<file path="config.mk">
export PLATFORM = sky130hd
export DESIGN_NAME = barrel_hit_detect
export DESIGN_NICKNAME = d
export VERILOG_FILES = /design/src/rtl/barrel_hit_detect.sv
export SDC_FILE = /design/constraint.sdc
export NUM_CORES = 1
export LEC_CHECK = 0
export BUFFER_PORTS_ARGS = -buffer_cell sky130_fd_sc_hd__buf_2
export CAP_MARGIN = 20
export CORE_MARGIN = 4
export CORE_UTILIZATION = 45
export DETAILED_ROUTE_END_ITERATION = 16
export PLACE_DENSITY_LB_ADDON = 0.08
export SLEW_MARGIN = 5
export SYNTH_ARGS = -nofsm -noshare
export SYNTH_HDL_FRONTEND = slang
export SYNTH_SLANG_ARGS = --single-unit
</file>
<file path="constraint.sdc">
create_clock -name clk -period 2.2 [get_ports clk]
set_input_delay 0.22 -clock clk [delete_from_list [all_inputs] [get_ports clk]]
set_output_delay 0.22 -clock clk [all_outputs]
set_load 0.05 [all_outputs]
</file>
<file path="src/rtl/barrel_hit_detect.sv">
`default_nettype none
// ============================================================================
// Module      : barrel_hit_detect
// Description : Game-side responder for the barrel block. Each cycle it
//               checks the barrel hitbox against Mario's hitbox, turns a
//               registered overlap into a hit (lose a life, brief
//               invulnerability) and counts barrels Mario has jumped over.
//               Drives `over` back to the barrel block once lives run out.
//
// Ports       : clk, rst (async, active-high)
//               start           - level, begins play from IDLE
//               barrel_x/_y     - barrel top-left position
//               barrel_state    - 00 idle, 01 rolling, 10 falling, 11 gone
//               mario_x/_y      - Mario top-left position
//               mario_jump      - Mario is airborne
//               over            - game over (to barrel.over)
//               lives           - remaining lives
//               score           - barrels jumped, saturates at 255
//               hit_flash       - high while in the HIT state
//
// Options     : define BARREL_HIT_DEBOUNCE_EN to require the registered
//               overlap on two consecutive edges before it counts as a hit.
//
// Revision    : 1.0 - initial release
// ============================================================================
module barrel_hit_detect #(
    parameter int LIVES         = 3,
    parameter int BW            = 16,
    parameter int BH            = 16,
    parameter int MW            = 16,
    parameter int MH            = 16,
    parameter int INVULN_CYCLES = 50
) (
    input  logic       clk,
    input  logic       rst,
    input  logic       start,
    input  logic [9:0] barrel_x,
    input  logic [8:0] barrel_y,
    input  logic [1:0] barrel_state,
    input  logic [9:0] mario_x,
    input  logic [8:0] mario_y,
    input  logic       mario_jump,
    output logic       over,
    output logic [1:0] lives,
    output logic [7:0] score,
    output logic       hit_flash
);

    typedef enum logic [1:0] {
        ST_IDLE = 2'd0,
        ST_PLAY = 2'd1,
        ST_HIT  = 2'd2,
        ST_OVER = 2'd3
    } state_t;

    localparam int TW = (INVULN_CYCLES > 1) ? $clog2(INVULN_CYCLES) : 1;

    localparam logic [10:0]   C_BW          = 11'(BW);
    localparam logic [10:0]   C_MW          = 11'(MW);
    localparam logic [9:0]    C_BH          = 10'(BH);
    localparam logic [9:0]    C_MH          = 10'(MH);
    localparam logic [1:0]    C_LIVES       = 2'(LIVES);
    localparam logic [TW-1:0] C_TIMER_LOAD  = TW'(INVULN_CYCLES - 1);

    // ------------------------------------------------------------------
    // Geometry: operands widened by one bit so a hitbox near the right or
    // bottom screen edge can never wrap around and fake an overlap.
    // ------------------------------------------------------------------
    logic [10:0] w_bx, w_mx, w_bx_end, w_mx_end;
    logic [9:0]  w_by, w_my, w_by_end, w_my_end;
    logic        w_xov, w_yov, w_active, w_overlap, w_arm_cond, w_hit;

    assign w_bx     = {1'b0, barrel_x};
    assign w_mx     = {1'b0, mario_x};
    assign w_bx_end = w_bx + C_BW;
    assign w_mx_end = w_mx + C_MW;
    assign w_by     = {1'b0, barrel_y};
    assign w_my     = {1'b0, mario_y};
    assign w_by_end = w_by + C_BH;
    assign w_my_end = w_my + C_MH;

    // Strict compares: edges that merely touch do not overlap.
    assign w_xov     = (w_bx < w_mx_end) && (w_mx < w_bx_end);
    assign w_yov     = (w_by < w_my_end) && (w_my < w_by_end);
    assign w_active  = (barrel_state == 2'b01) || (barrel_state == 2'b10);
    assign w_overlap = w_xov && w_yov && w_active;

    // Mario is airborne, horizontally aligned, and entirely above the barrel.
    assign w_arm_cond = w_active && w_xov && !w_yov && mario_jump &&
                        (w_my_end <= w_by);

    // ------------------------------------------------------------------
    // State
    // ------------------------------------------------------------------
    state_t        state_q, state_d;
    logic          over_q, over_d;
    logic [1:0]    lives_q, lives_d;
    logic [7:0]    score_q, score_d;
    logic [TW-1:0] timer_q, timer_d;
    logic          armed_q, armed_d;
    logic          hit_q, hit_d;
    logic          xov_q, xov_d;

`ifdef BARREL_HIT_DEBOUNCE_EN
    // Second stage of the overlap pipeline: a hit needs two consecutive
    // registered overlap cycles, so one-cycle glitches are filtered out.
    logic hit_prev_q;

    always_ff @(posedge clk or posedge rst) begin
        if (rst) begin
            hit_prev_q <= 1'b0;
        end else begin
            hit_prev_q <= hit_q;
        end
    end

    assign w_hit = hit_q && hit_prev_q;
`else
    assign w_hit = hit_q;
`endif

    always_comb begin
        state_d = state_q;
        over_d  = over_q;
        lives_d = lives_q;
        score_d = score_q;
        timer_d = timer_q;
        armed_d = armed_q;
        hit_d   = w_overlap;
        xov_d   = w_xov;

        case (state_q)
            ST_IDLE: begin
                armed_d = 1'b0;
                if (start) begin
                    state_d = ST_PLAY;
                    lives_d = C_LIVES;
                    score_d = 8'd0;
                    over_d  = 1'b0;
                end
            end

            ST_PLAY: begin
                if (w_hit) begin
                    // A hit outranks any pending jump-over in the same cycle.
                    armed_d = 1'b0;
                    if (lives_q > 2'd1) begin
                        lives_d = lives_q - 2'd1;
                        timer_d = C_TIMER_LOAD;
                        state_d = ST_HIT;
                    end else begin
                        lives_d = 2'd0;
                        over_d  = 1'b1;
                        state_d = ST_OVER;
                    end
                end else if (!w_active) begin
                    armed_d = 1'b0;
                end else if (armed_q && xov_q && !w_xov) begin
                    // Mario has cleared the barrel horizontally while armed.
                    if (score_q != 8'hFF) begin
                        score_d = score_q + 8'd1;
                    end
                    armed_d = 1'b0;
                end else if (w_arm_cond) begin
                    armed_d = 1'b1;
                end
            end

            ST_HIT: begin
                armed_d = 1'b0;
                if (timer_q == '0) begin
                    state_d = ST_PLAY;
                end else begin
                    timer_d = timer_q - 1'b1;
                end
            end

            ST_OVER: begin
                armed_d = 1'b0;
                over_d  = 1'b1;
            end

            default: begin
                state_d = ST_IDLE;
            end
        endcase
    end

    always_ff @(posedge clk or posedge rst) begin
        if (rst) begin
            state_q <= ST_IDLE;
            over_q  <= 1'b0;
            lives_q <= 2'd0;
            score_q <= 8'd0;
            timer_q <= '0;
            armed_q <= 1'b0;
            hit_q   <= 1'b0;
            xov_q   <= 1'b0;
        end else begin
            state_q <= state_d;
            over_q  <= over_d;
            lives_q <= lives_d;
            score_q <= score_d;
            timer_q <= timer_d;
            armed_q <= armed_d;
            hit_q   <= hit_d;
            xov_q   <= xov_d;
        end
    end

    assign over      = over_q;
    assign lives     = lives_q;
    assign score     = score_q;
    assign hit_flash = (state_q == ST_HIT);

endmodule
`default_nettype wire

</file>
======== Word-level counts from Yosys, hierarchy flattened ========
Cells that the tools add are included.
operators by class
  add/subtract/negate cells ............... 7
  order comparisons ....................... 6
  equality and inequality tests ........... 17
  mux-type cells .......................... 28
  reductions and logical operators ........ 25
operators with widths
  kind                   number
  $mux 8                 5
  $add 10x5->11 const B  2
  $lt 10x11->1           2
  $add 9x5->10 const B   2
  $lt 9x10->1            2
  $mux 6                 3
  $ne 2x2->1 const B     9
  $pmux 8 s2             1
  $mux 2                 6
  $pmux 6 s2             1
  $reduce_and 4->1       3
  $le 10x9->1            1
  $logic_and 1x1->1      10
  $add 8x1->8 const B    1
  $mux 1                 8
  $ne 8x8->1 const B     1
  $eq 2x2->1 const B     3
  $logic_not 6->1        1
  $pmux 2 s3             1
  $reduce_and 6->1       1
  $reduce_bool 3->1      2
  $sub 6x1->6 const B    1
  $ne 5x5->1 const B     1
  $eq 2x1->1 const B     2
  other kinds (12)       14
word-level totals
  register bits after elaboration ......... 22
  bits of input ports ..................... 44
  logic and storage cells ................. 91

======== Logic depth before layout (Yosys ltp) ========
Gate-level depths: netlist of run 1.
  depth in word-level cells ............... 12
  gate-level depth with buffers ........... 13

======== Worst setup path before layout of run 1 ========
No wires, ideal clock.
  path kind ............................... input port to flip-flop
  start ................................... input barrel_x[4]
  end ..................................... register score_q[5], in the netlist score[5]
  setup time .............................. 0.124 ns
  data arrival time ....................... 2.429 ns
  path slack .............................. -0.353 ns
  cell stages on the path ................. 12
  path buffers ............................ 1
  cells stage by stage .................... ha_1 > and3_4 > xnor2_1 > ha_1 > a21o_1 > a21oi_1 > o22ai_4 > a221oi_4 > or3_1 > buf_2 > o311a_1 > a211o_1
on the way
  longest elaborated chain between the ends .. 7
  elaborated cells between the ends (all ways) .. 8
  classes of those cells .................. add/sub: 1; order compare: 2; eq/ne: 1; reduce/logical: 4
RTL lines
  what                          line  RTL
  from (decl)                   37    input logic [9:0] barrel_x,
  $add 10x5->11                 75    assign w_bx_end = w_bx + C_BW;
  $lt 10x11->1                  83    assign w_xov = (w_bx < w_mx_end) && (w_mx < w_bx_end);
  $logic_and 1x1->1 *           83
  named net w_xov               71    logic w_xov, w_yov, w_active, w_overlap, w_arm_cond, w_hit;
  $logic_not 1->1 *             158   end else if (armed_q && xov_q && !w_xov) begin
  $logic_and 1x1->1 *           158
  $ne 2x2->1 (no line) *        --
  $reduce_and 6->1 (no line) *  --
  to (signal assigned)          203   score_q <= score_d;
  to (decl)                     98    logic [7:0] score_q, score_d;
Mark *: on every way through the listed nets, which the timed path passes. The rest lies on a longest branch.
A chain may end at the register's enable or synchronous reset.

======== Final worst setup path of run 1 ========
  start ................................... input barrel_x[5]
  end ..................................... register score_q[7], in the netlist score[7]
The elaborated chain is that of the path after synthesis.

==> results of run 1 <==
## power by group
part,internal (mW),total [mW],switching (mW)
logic,0.495,1.17,0.671
clock network,0.159,0.289,0.129
registers,0.468,0.513,0.0450
total,1.12,1.97,0.845
## synthesized netlist by cell type, types with 2 or more instances
cell       number
a211o_1         3
a211oi_1        2
a21boi_0        3
a21o_1          5
a21oi_1        17
a2bb2oi_1       2
and3_1          5
and3_4          3
dfrtp_1        22
ha_1           43
inv_1          27
mux2i_1         2
nand2_1        15
nand2b_1        3
nand3_1        24
nor2_1         20
nor2_2          2
nor2b_1         3
nor3_1          6
nor4_1          4
o21a_1          3
o21ai_0        21
o22a_1          2
o311a_1         2
o31ai_1         2
o41ai_1         2
xnor2_1         9
xor2_1          7
## metrics by stage
| stage | cell area, um^2 | power [mW] | setup TNS (ns) | utilization [%] |
|---|---|---|---|---|
| global placement | 3090 | 1.60 | -3.49 | 60.5 |
| CTS | 3210 | 1.93 | -0.0775 | 62.8 |
| finish | 3270 | 1.97 | -0.0776 | 64.0 |
| detailed placement | 3090 | 1.62 | -4.19 | 60.5 |
| global route | 3270 | 2.14 | -0.715 | 64.0 |
| floorplan | 2420 | 1.22 | -1.59 | - |
## flip-flops by register name, summed over array words and instances, names as in the netlist
register	flops
hit_q	1
lives	2
xov_q	1
timer_q	6
state_q	2
armed_q	1
score	8
over	1
## worst max-delay path, cell delays in order
cell and delay, ns:
buf_8 0.10, ha_4 0.14, and3_4 0.17, xnor2_2 0.12, ha_1 0.29, a21o_1 0.13, a21oi_2 0.06, o22ai_4 0.16
a221oi_4 0.06, or3_4 0.41, o311a_1 0.30, a211o_1 0.22
## layout make-up
class                           count  area, um^2
Sequential cell                    22         551
Inverter                           28         105
Clock buffer                        4        55.1
Multi-Input combinational cell    230        1810
Timing Repair Buffer              103         664
Tap cell                           70        87.6
Fill cell                         464        1840
## what timing repair did
item                                    4_1_cts  5_1_grt
setup buffers                                 0        2
endpoints found under the hold margin        16        0
cloned                                        1        0
endpoints found under the setup margin        9       10
pin swaps                                     6        3
gates resized for setup                      10       11
hold buffers                                  1        0
## kinds of logic (layout without fill, tap and decap cells)
kind of cell	after synthesis	after routing
and+or+nand+nor	89	90
AOI/OAI and AO/OA	79	79
adders and majority gates	43	43
buffers and inverters	31	135
DFF	22	22
xor gates and xnor gates	16	16
muxes	2	2
## path summary, 6_finish.rpt
check / start / endpoint / slack, ns / cells after the start
max: barrel_x[5] / score[7] / -0.04 / 12
min reg2reg: timer_q[5] / timer_q[5] / 0.50 / 1
min in group asynchronous: rst / score[2] / 0.54 / 4
min: barrel_y[7] / hit_q / 0.25 / 3
max in group asynchronous: rst / lives[0] / 1.43 / 4
max reg2reg: state_q[1] / score[7] / 0.10 / 8
## routing by layer
metal | track usage [%] | wire length [um] | up-vias | share of wire [%]
li1 | - | - | 1247 | -
met3 | 3.03 | 200 | 2 | 3.5
met1 | 23.6 | 2660 | 1155 | 46
met4 | 1.01 | 11 | 0 | 0.19
met5 | 0 | 0 | - | 0
met2 | 32.1 | 2870 | 36 | 50
## placed cells by master, fill, tap and decap left out, types with 4 or more instances in the layout
master / netlist / final
buf_2: 1 / 52
buf_4: 1 / 46
ha_1: 43 / 40
inv_1: 27 / 27
nand3_1: 24 / 23
dfrtp_1: 22 / 22
o21ai_0: 21 / 19
nor2_1: 20 / 19
nand2_1: 15 / 15
a21oi_1: 17 / 15
xnor2_1: 9 / 8
xor2_1: 7 / 7
a21o_1: 5 / 5
and3_1: 5 / 5
nor3_1: 6 / 5
clkbuf_8: 0 / 4
==> out/qor.txt, run 1 <==
Status -> complete, but fails checks
Failing checks -> setup timing
Drt via density -> 5.34
Sequential cell area fraction in the yosys report -> 23.2%
RSZ-0062 raised after global routing -> yes
Least-Margin Pin Slew -> 0.352 ns
Syn-to-layout area delta -> 37.6%
Setup CP Type -> primary input to flip-flop
Power per cell area -> 602 nW/um^2
DPL Wire Length -> 4.68 mm
Die Y -> 80.7 um
Routed vias -> 2440
Share of cells above drive strength 1 -> 33.3%
Top Ports -> 56
Synth area leaders -> dfrtp_1, ha_1, nand3_1
Post-route DRC -> 0
Post-synthesis async set-or-reset flop share -> 100%
Post-Synth Simple-Gate Area -> 18.9%
Tcrit/Tclk final -> 102%
Initial DRC count -> 102
Worst hold path type -> primary input to flip-flop
H-tree lvl count -> 1
Yosys cell types -> 51
CTS Root Buffer Type -> clkbuf_8
Main combinational cell family by area after synthesis -> compound AO/OA/AOI/OAI gates
Crit Path Max Fanout -> 5
CP Launch Type -> primary input
TritonCTS clock tree -> yes
Rows -> 26
Core region area -> 5110 um^2
Antenna cells -> 0
WHS -> 0.252 ns
Initial antenna violation count -> 0
Yosys warns -> 0
Drt wl/cell -> 12.6 um
Final clock skew -> 0.00220 ns
Total iterations of the first detailed-routing run -> 4
DRT Wirelength -> 5.74 mm
CTS max path bufs -> 2
TritonCTS Sinks -> 22
Tmin final -> 2.24 ns
First-pass GRT wire length -> 9.52 mm
Final Hold Fails -> 0
Static Leakage -> 1.60 nW
Initial Util -> 46.5%
Worst path arrival time -> 2.39 ns
Maximum vdd drop -> 369 uV
I/O Buffers -> 55
Chip Width -> 80.7 um
CP Data Required Time -> 2.35 ns
Worst setup EP type -> flip-flop
Final worst slack -> -0.0410 ns
Post-synthesis mux area share -> 0.842%
Avg Cell Area, Syn -> 8.43 um^2
Synth Register Bits -> 22
Dpl cells -> 449
Synth area leader -> dfrtp_1
Post-synthesis cell count -> 282
Final setup vio count -> 3
Synth Area in XOR/XNOR -> 5.89%
# nets final -> 475
Tot GR Track Use -> 18.0%
Clock transition at the registers of the reported paths -> 0.08 ns
Number of flops mapped to enable cells by yosys -> 0
Num CTS Buffers -> 3
Dpl ws -> -0.516 ns
Largest net degree at the start of global routing -> 23
Compound-cell area share of the yosys netlist -> 23.4%
Synth Cell Area -> 2380 um^2
Post-Syn Nets -> 369
Post-DRT Antenna Nets -> 0
Proportion of netlist area held by the largest area contributor -> 23.2%
Final non-filler cell total -> 457
GRT overflow -> 0
Number of global-route vias before repair -> 2211
Pins Over Slew Limit -> 0
Post-Synth Adder-Cell Area -> 22.6%
Worst-Skew Late Latency -> 0.26 ns
Main synth FF type -> dfrtp_1
DIE AREA -> 6510 um^2
FMAX -> 446 MHz
Slew Limit Headroom -> 76.5%
Max cap viols -> 0
Final Wtd Congestion -> 0.843
(Power assumes the default switching activity.)
==> inputs of run 2 (changes only) <==
--- a/config.mk
+++ b/config.mk
@@ -10,6 +10,7 @@
 export CORE_MARGIN = 4
 export CORE_UTILIZATION = 45
 export DETAILED_ROUTE_END_ITERATION = 16
+export GPL_TIMING_DRIVEN = 0
 export PLACE_DENSITY_LB_ADDON = 0.08
 export SLEW_MARGIN = 5
 export SYNTH_ARGS = -nofsm -noshare
==> run 2 against run 1 <==
Compared with the run above: the run still ends with setup timing left; non-clock buffer count is 44 lower; die area unchanged; via count is 8.7% lower.
==> out/qor.txt, run 2 (synthesized netlist as in run 1, its figures left out) <==
Final Wtd Congestion -> 0.811 (-3.8%)
Number of global-route vias before repair -> 2073 (-6.2%)
Failing checks -> setup timing
Tot GR Track Use -> 16.6% (-1.4 points)
Max cap viols -> 0 (unchanged)
Commonest cells after routing, fill and taps aside -> buf_2, ha_1, inv_1, nand3_1, dfrtp_1
Final setup vio count -> 5 (+2)
H-tree lvl count -> 1 (unchanged)
Tmin final -> 2.32 ns (+0.0773 ns)
Worst R2R Path Depth -> 8 (unchanged)
Hold buffers post-CTS -> 0 (-1)
Clock share of power -> 16.3% (+1.6 points)
Worst setup EP type -> flip-flop
FMAX -> 431 MHz (-3.3%)
Multi-input gate area -> 1800 um^2 (-0.28%)
CP peak stage delay -> 0.43 ns (+0.02 ns)
Register Area -> 551 um^2 (unchanged)
Post-route DRC -> 0 (unchanged)
CP Data Required Time -> 2.35 ns (about the same)
I/O Buffers -> 55 (unchanged)
Total iterations of the first detailed-routing run -> 4 (unchanged)
Static Leakage -> 1.39 nW (-13%)
Fill count -> 466 (+0.43%)
Setup CP Type -> primary input to flip-flop
TritonCTS clock tree -> yes
Final Cell Area -> 2930 um^2 (-10%)
Chip Width -> 80.7 um (unchanged)
TNS Setup -> -0.332 ns (-0.255 ns)
Core Util, Final -> 57.4% (-6.7 points)
Final Hold Fails -> 0 (unchanged)
CTS Root Buffer Type -> clkbuf_8
Tcrit/Tclk final -> 105% (+3.5 points)
Reg2Reg Setup Slack -> -0.02 ns (-0.12 ns)
Worst path arrival time -> 2.47 ns (+0.08 ns)
Initial Util -> 46.5% (unchanged)
# nets final -> 430 (-9.5%)
Post-DRT Antenna Nets -> 0 (unchanged)
Pins Over Slew Limit -> 0 (unchanged)
Worst r2r src -> state_q[1]
Worst-Skew Late Latency -> 0.26 ns (about the same)
Slowest CP cell -> or3_4
Largest net degree at the start of global routing -> 23 (unchanged)
Slew Limit Headroom -> 42.5% (-34 points)
Placed inst area -> 2780 um^2 (-10%)
Drt wl/cell -> 12.7 um (+1.2%)
Power per cell area -> 618 nW/um^2 (+2.7%)
Max reg flops -> 8 (unchanged)
Initial antenna violation count -> 0 (unchanged)
Antenna cells -> 0 (unchanged)
Flop pwr share -> 30.3% (+4.2 points)
Logic pwr share -> 53.4% (-5.8 points)
Final worst slack -> -0.118 ns (-0.0773 ns)
Initial DRC count -> 63 (-38%)
Drt via density -> 5.41 (+1.2%)
Worst hold path type -> primary input to async pin
Maximum vdd drop -> 384 uV (+3.9%)
Routed vias -> 2227 (-8.7%)
Psw -> 810 uW (-4.2%)
TritonCTS Sinks -> 22 (unchanged)
Critical Path, Cell by Cell -> buf_8, ha_4, and3_4, xnor2_2, ha_1, a21o_1, a21oi_2, o22ai_4, a221oi_4, or3_4, o311a_1, a211o_1
Internal power -> 1.00 mW (-11%)
Crit Path Max Fanout -> 6 (+1)
DRT Wirelength -> 5.23 mm (-8.8%)
RSZ-0062 raised after global routing -> yes
GRT overflow -> 0 (unchanged)
Syn-to-layout area delta -> 23.3%
Die Y -> 80.7 um (unchanged)
CP Launch Type -> primary input
CTS max path bufs -> 2 (unchanged)
Num CTS Buffers -> 3 (unchanged)
Overall Power -> 1.81 mW (-8.0%)
Share of cells above drive strength 1 -> 25.1% (-8.2 points)
Sw Share -> 44.7% (+1.8 points)
Rows -> 26 (unchanged)
Least-Margin Pin Slew -> 0.861 ns (+0.509 ns)
Worst R2R End -> score[7]
Status -> complete, but fails checks
Top Ports -> 56 (unchanged)
DIE AREA -> 6510 um^2 (unchanged)
Clock transition at the registers of the reported paths -> 0.08 ns (about the same)
Commonest non-fill, non-tap cell in the layout -> buf_2
Final clock skew -> 0.00193 ns (-0.000270 ns)
Core region area -> 5110 um^2 (unchanged)
First-pass GRT wire length -> 8.76 mm (-8.0%)
DPL Wire Length -> 4.19 mm (-11%)
run 2: changes by cell type in the layout (fill, tap and decap cells not counted), sizes merged:
cell,change
or3,-1
buf,-44
clkbuf,+1
dlygate4sd3,-1
run 2: power by group through the flow:
stage,combinational (mW),sequential [mW],clock [mW]
2_1_floorplan,0.571,0.653,0
3_3_place_gp,0.910,0.551,0
3_5_place_dp,0.913,0.553,0
4_1_cts,0.936,0.545,0.306
5_1_grt,1.09,0.560,0.323
6_report,0.968,0.548,0.295
run 2: worst max-delay path, delay by kind of cell:
family	cells	cell delay (ns)
xor+xnor	1	0.12
fa+ha+maj	2	0.44
simple gates	2	0.61
buf+inv	1	0.11
compound gates	6	0.96
run 2: worst max-delay path by stage:
stage / startpoint / to / slack, ns / cells past startpoint
detailed placement: barrel_x[4] / score[7] / -0.58 / 14
global placement: barrel_x[5] / score[7] / -0.57 / 14
CTS: state_q[1] / score[7] / -0.14 / 9
global route: barrel_x[4] / score[7] / -0.19 / 12
floorplan: barrel_x[4] / score[5] / -0.28 / 12
finish: barrel_x[4] / score[7] / -0.12 / 12
run 2: final cells by class:
type	count	area share [%]
Sequential cell	22	18.8
Timing Repair Buffer	57	10.6
Clock buffer	4	1.88
Buffer	2	0.640
Inverter	28	3.59
Tap cell	70	2.99
Multi-Input combinational cell	229	61.5
run 2: repair_timing:
item / 4_1_cts / 5_1_grt
pin swaps: 5 / 6
setup endpoints to repair: 12 / 12
resized for setup: 9 / 13
setup buffers: 2 / 0
run 2: metrics by stage:
step                cells  worst slack [ns]  hold WS (ns)
global placement      407            -0.568         0.440
floorplan             282            -0.276         0.209
finish                412            -0.118         0.121
CTS                   413            -0.139         0.162
global route          412            -0.193         0.204
detailed placement    407            -0.576         0.454
run 2: metal layers:
layer | GRT usage [%] | vias up | routed length, um
li1 | - | 1156 | -
met1 | 21.6 | 1012 | 2470
met2 | 28.0 | 53 | 2440
met3 | 3.59 | 6 | 272
met4 | 3.89 | 0 | 53
met5 | 0 | - | 0
==> inputs of run 3 (changes only) <==
--- a/config.mk
+++ b/config.mk
@@ -5,6 +5,7 @@
 export SDC_FILE = /design/constraint.sdc
 export NUM_CORES = 1
 export LEC_CHECK = 0
+export ABC_AREA = 1
 export BUFFER_PORTS_ARGS = -buffer_cell sky130_fd_sc_hd__buf_2
 export CAP_MARGIN = 20
 export CORE_MARGIN = 4
==> run 3 against run 2 <==
Compared with the run above: largest power group unchanged; global-route usage shrank 1.4 points; design area is 1.4% lower; sequential cell count stayed put; via count up 3.1%; sequential power grew 14%; highest routed layer unchanged; the flow now finishes without violations; sequential share of layout area is 0.26 points higher; clock skew grew 0.00080 ns; critical path depth down 2; die area up 3.0%.
==> out/qor.txt, run 3 <==
Status -> complete, no violations
Buf/Inv on CP -> 4 (+3)
Top Ports -> 56 (unchanged)
Yosys cell types -> 34 (-33%)
Synth area leaders -> dfrtp_1, ha_1, nand2_1
Yosys warns -> 0 (unchanged)
Slowest CP cell -> dfrtp_1
Hold buffers post-CTS -> 0 (unchanged)
Rows -> 26 (unchanged)
Post-DRT Antenna Nets -> 0 (unchanged)
TNS Setup -> 0 ns (+0.332 ns)
Syn-to-layout area delta -> 17.7%
Final worst slack -> 0.277 ns (+0.395 ns)
Worst R2R Path Depth -> 10 (+2)
Static Leakage -> 1.66 nW (+20%)
RSZ-0062 raised after global routing -> no
# nets final -> 504 (+17%)
DPL Wire Length -> 4.03 mm (-3.7%)
Worst path arrival time -> 2.08 ns (-0.39 ns)
Largest net degree at the start of global routing -> 23 (unchanged)
Max cap viols -> 0 (unchanged)
FMAX -> 520 MHz (+21%)
Tmin final -> 1.92 ns (-0.395 ns)
Post-synthesis async set-or-reset flop share -> 100% (unchanged)
Synth cell count leaders -> nand2_1, inv_1, ha_1
I/O Buffers -> 55 (unchanged)
Least-Margin Pin Slew -> 0.859 ns (-0.00137 ns)
Initial antenna violation count -> 0 (unchanged)
Worst-Skew Late Latency -> 0.26 ns (about the same)
Top-count cell post-synth -> nand2_1
Chip Width -> 81.9 um (+1.5%)
Core Util, Final -> 55.5% (-1.8 points)
Tot GR Track Use -> 15.2% (-1.4 points)
DRT Wirelength -> 4.73 mm (-9.6%)
CTS max path bufs -> 2 (unchanged)
Pins Over Slew Limit -> 0 (unchanged)
First-pass GRT wire length -> 8.45 mm (-3.5%)
Tcrit/Tclk final -> 87.4% (-18 points)
Core region area -> 5200 um^2 (+1.9%)
Final clock skew -> 0.00273 ns (+0.000797 ns)
Post-synthesis cell count -> 357 (+27%)
Final Hold Fails -> 0 (unchanged)
Crit-path leading delay family -> buffers and inverters
Drt via density -> 4.73 (-13%)
Commonest non-fill, non-tap cell in the layout -> nand2_1
H-tree lvl count -> 1 (unchanged)
Total iterations of the first detailed-routing run -> 4 (unchanged)
Final Wtd Congestion -> 0.806 (-0.65%)
Slew Limit Headroom -> 42.6% (+0.091 points)
Dpl ws -> 0.0845 ns (+0.661 ns)
Share of cells above drive strength 1 -> 17.8% (-7.4 points)
Crit path top cell by count -> nand2_1
Critical Path, Cell by Cell -> inv_1, ha_1, buf_4, inv_1, clkbuf_1, nand2_1, nand2_4, nand2_4, nand2_1, nand2_1
Power per cell area -> 776 nW/um^2 (+26%)
GRT overflow -> 0 (unchanged)
Post-Syn Nets -> 444 (+20%)
TritonCTS clock tree -> yes
DIE AREA -> 6700 um^2 (+3.0%)
CP Launch Type -> flip-flop
Worst setup EP type -> flip-flop
Number of flops mapped to enable cells by yosys -> 0 (unchanged)
Initial DRC count -> 64 (+1.6%)
CP Data Required Time -> 2.36 ns (about the same)
Synth Register Bits -> 22 (unchanged)
Routed vias -> 2297 (+3.1%)
Num CTS Buffers -> 3 (unchanged)
Sequential cell area fraction in the yosys report -> 22.4% (-0.74 points)
Proportion of netlist area held by the largest area contributor -> 22.4% (-0.74 points)
Commonest cells after routing, fill and taps aside -> nand2_1, inv_1, buf_2, ha_1, nand3_1
Post-CTS resize count -> 0 (-9)
Drt wl/cell -> 9.73 um (-23%)
CP peak stage delay -> 0.39 ns (-0.04 ns)
Setup CP Type -> flip-flop to flip-flop
Worst hold path type -> primary input to async pin
Worst r2r src -> state_q[1]
Number of global-route vias before repair -> 2036 (-1.8%)
Die Y -> 81.9 um (+1.5%)
Maximum vdd drop -> 475 uV (+24%)
Post-route DRC -> 0 (unchanged)
Postcts setup bufs -> 0 (-2)
Crit Path Max Fanout -> 10 (+4)
Initial Util -> 47.2% (+0.64 points)
Synth Cell Area -> 2460 um^2 (+3.3%)
TritonCTS Sinks -> 22 (unchanged)
Antenna cells -> 0 (unchanged)
Worst R2R End -> score[6]
Max reg flops -> 8 (unchanged)
CTS Root Buffer Type -> clkbuf_8
Synth area leader -> dfrtp_1
Reg2Reg Setup Slack -> 0.28 ns (+0.30 ns)
Avg Cell Area, Syn -> 6.88 um^2 (-18%)
Clock transition at the registers of the reported paths -> 0.08 ns (about the same)
Main synth FF type -> dfrtp_1
Final setup vio count -> 0 (-5)
-- run 3: cell types whose count changed in the layout (fill, tap and decap cells not counted), moves of 5 or more --
cell	delta
inv_1	+32
nor2_1	+9
nand2_1	+77
nand4_1	+5
o21ai_0	-9
-- run 3: worst reg2reg max path: stages (launching register included) --
cell      delay (ns)
dfrtp_1         0.39
inv_1           0.09
ha_1            0.18
buf_4           0.17
inv_1           0.07
clkbuf_1        0.36
nand2_1         0.17
nand2_4         0.17
nand2_4         0.10
nand2_1         0.07
nand2_1         0.05
-- run 3: how the worst max path moves through the flow --
stage | from | endpoint | slack, ns | cells after the start
2_1_floorplan | state_q[0] | timer_q[5] | 0.25 | 9
3_3_place_gp | barrel_x[4] | armed_q | 0.11 | 15
3_5_place_dp | barrel_x[4] | armed_q | 0.08 | 15
4_1_cts | state_q[1] | score[6] | 0.24 | 10
5_1_grt | state_q[1] | score[3] | 0.1 | 10
6_report | state_q[1] | score[6] | 0.28 | 10
-- run 3: logic make-up (layout without fill, tap and decap cells) --
| group | count (synthesis) | in the layout | share of synthesized area, % |
|---|---|---|---|
| AO/OA/AOI/OAI | 41 | 41 | 9.12 |
| buffers and inverters | 63 | 122 | 9.83 |
| flip-flops | 22 | 22 | 22.4 |
| AND/OR/NAND/NOR | 174 | 174 | 31.4 |
| XOR/XNOR | 14 | 14 | 5.30 |
| adder cells (fa/ha/maj) | 43 | 43 | 21.9 |
-- run 3: power breakdown --
group	leakage [nW]	switching (mW)	internal (mW)
clock network	0.0357	0.131	0.243
registers	0.280	0.0909	0.533
logic	1.35	0.833	0.412
total	1.66	1.06	1.19
-- run 3: per-stage QoR --
step	std cells	hold slack (ns)	power (mW)	area [um^2]
2_1_floorplan	357	0.209	1.59	2460
3_3_place_gp	482	0.437	1.87	2820
3_5_place_dp	482	0.447	1.89	2820
4_1_cts	486	0.154	2.28	2890
5_1_grt	486	0.215	2.49	2890
6_report	486	0.123	2.24	2890
-- run 3: area by class of cell --
cell class	count	area, um^2
clock inverter	1	30.0
clock buffer	3	41.3
sequential	22	551
tap	70	87.6
multi-input combinational	272	1660
inverter	60	225
timing repair buffer	55	275
fill	505	2310
buffer	3	16.3
-- run 3: layer usage --
layer | part of all wire (%) | vias up | routed length, um | global-route usage (%)
li1 | - | 1266 | - | -
met1 | 49 | 981 | 2310 | 20.6
met2 | 46 | 46 | 2160 | 25.7
met3 | 4.5 | 4 | 211 | 1.32
met4 | 1.1 | 0 | 52 | 4.49
met5 | 0 | - | 0 | 0
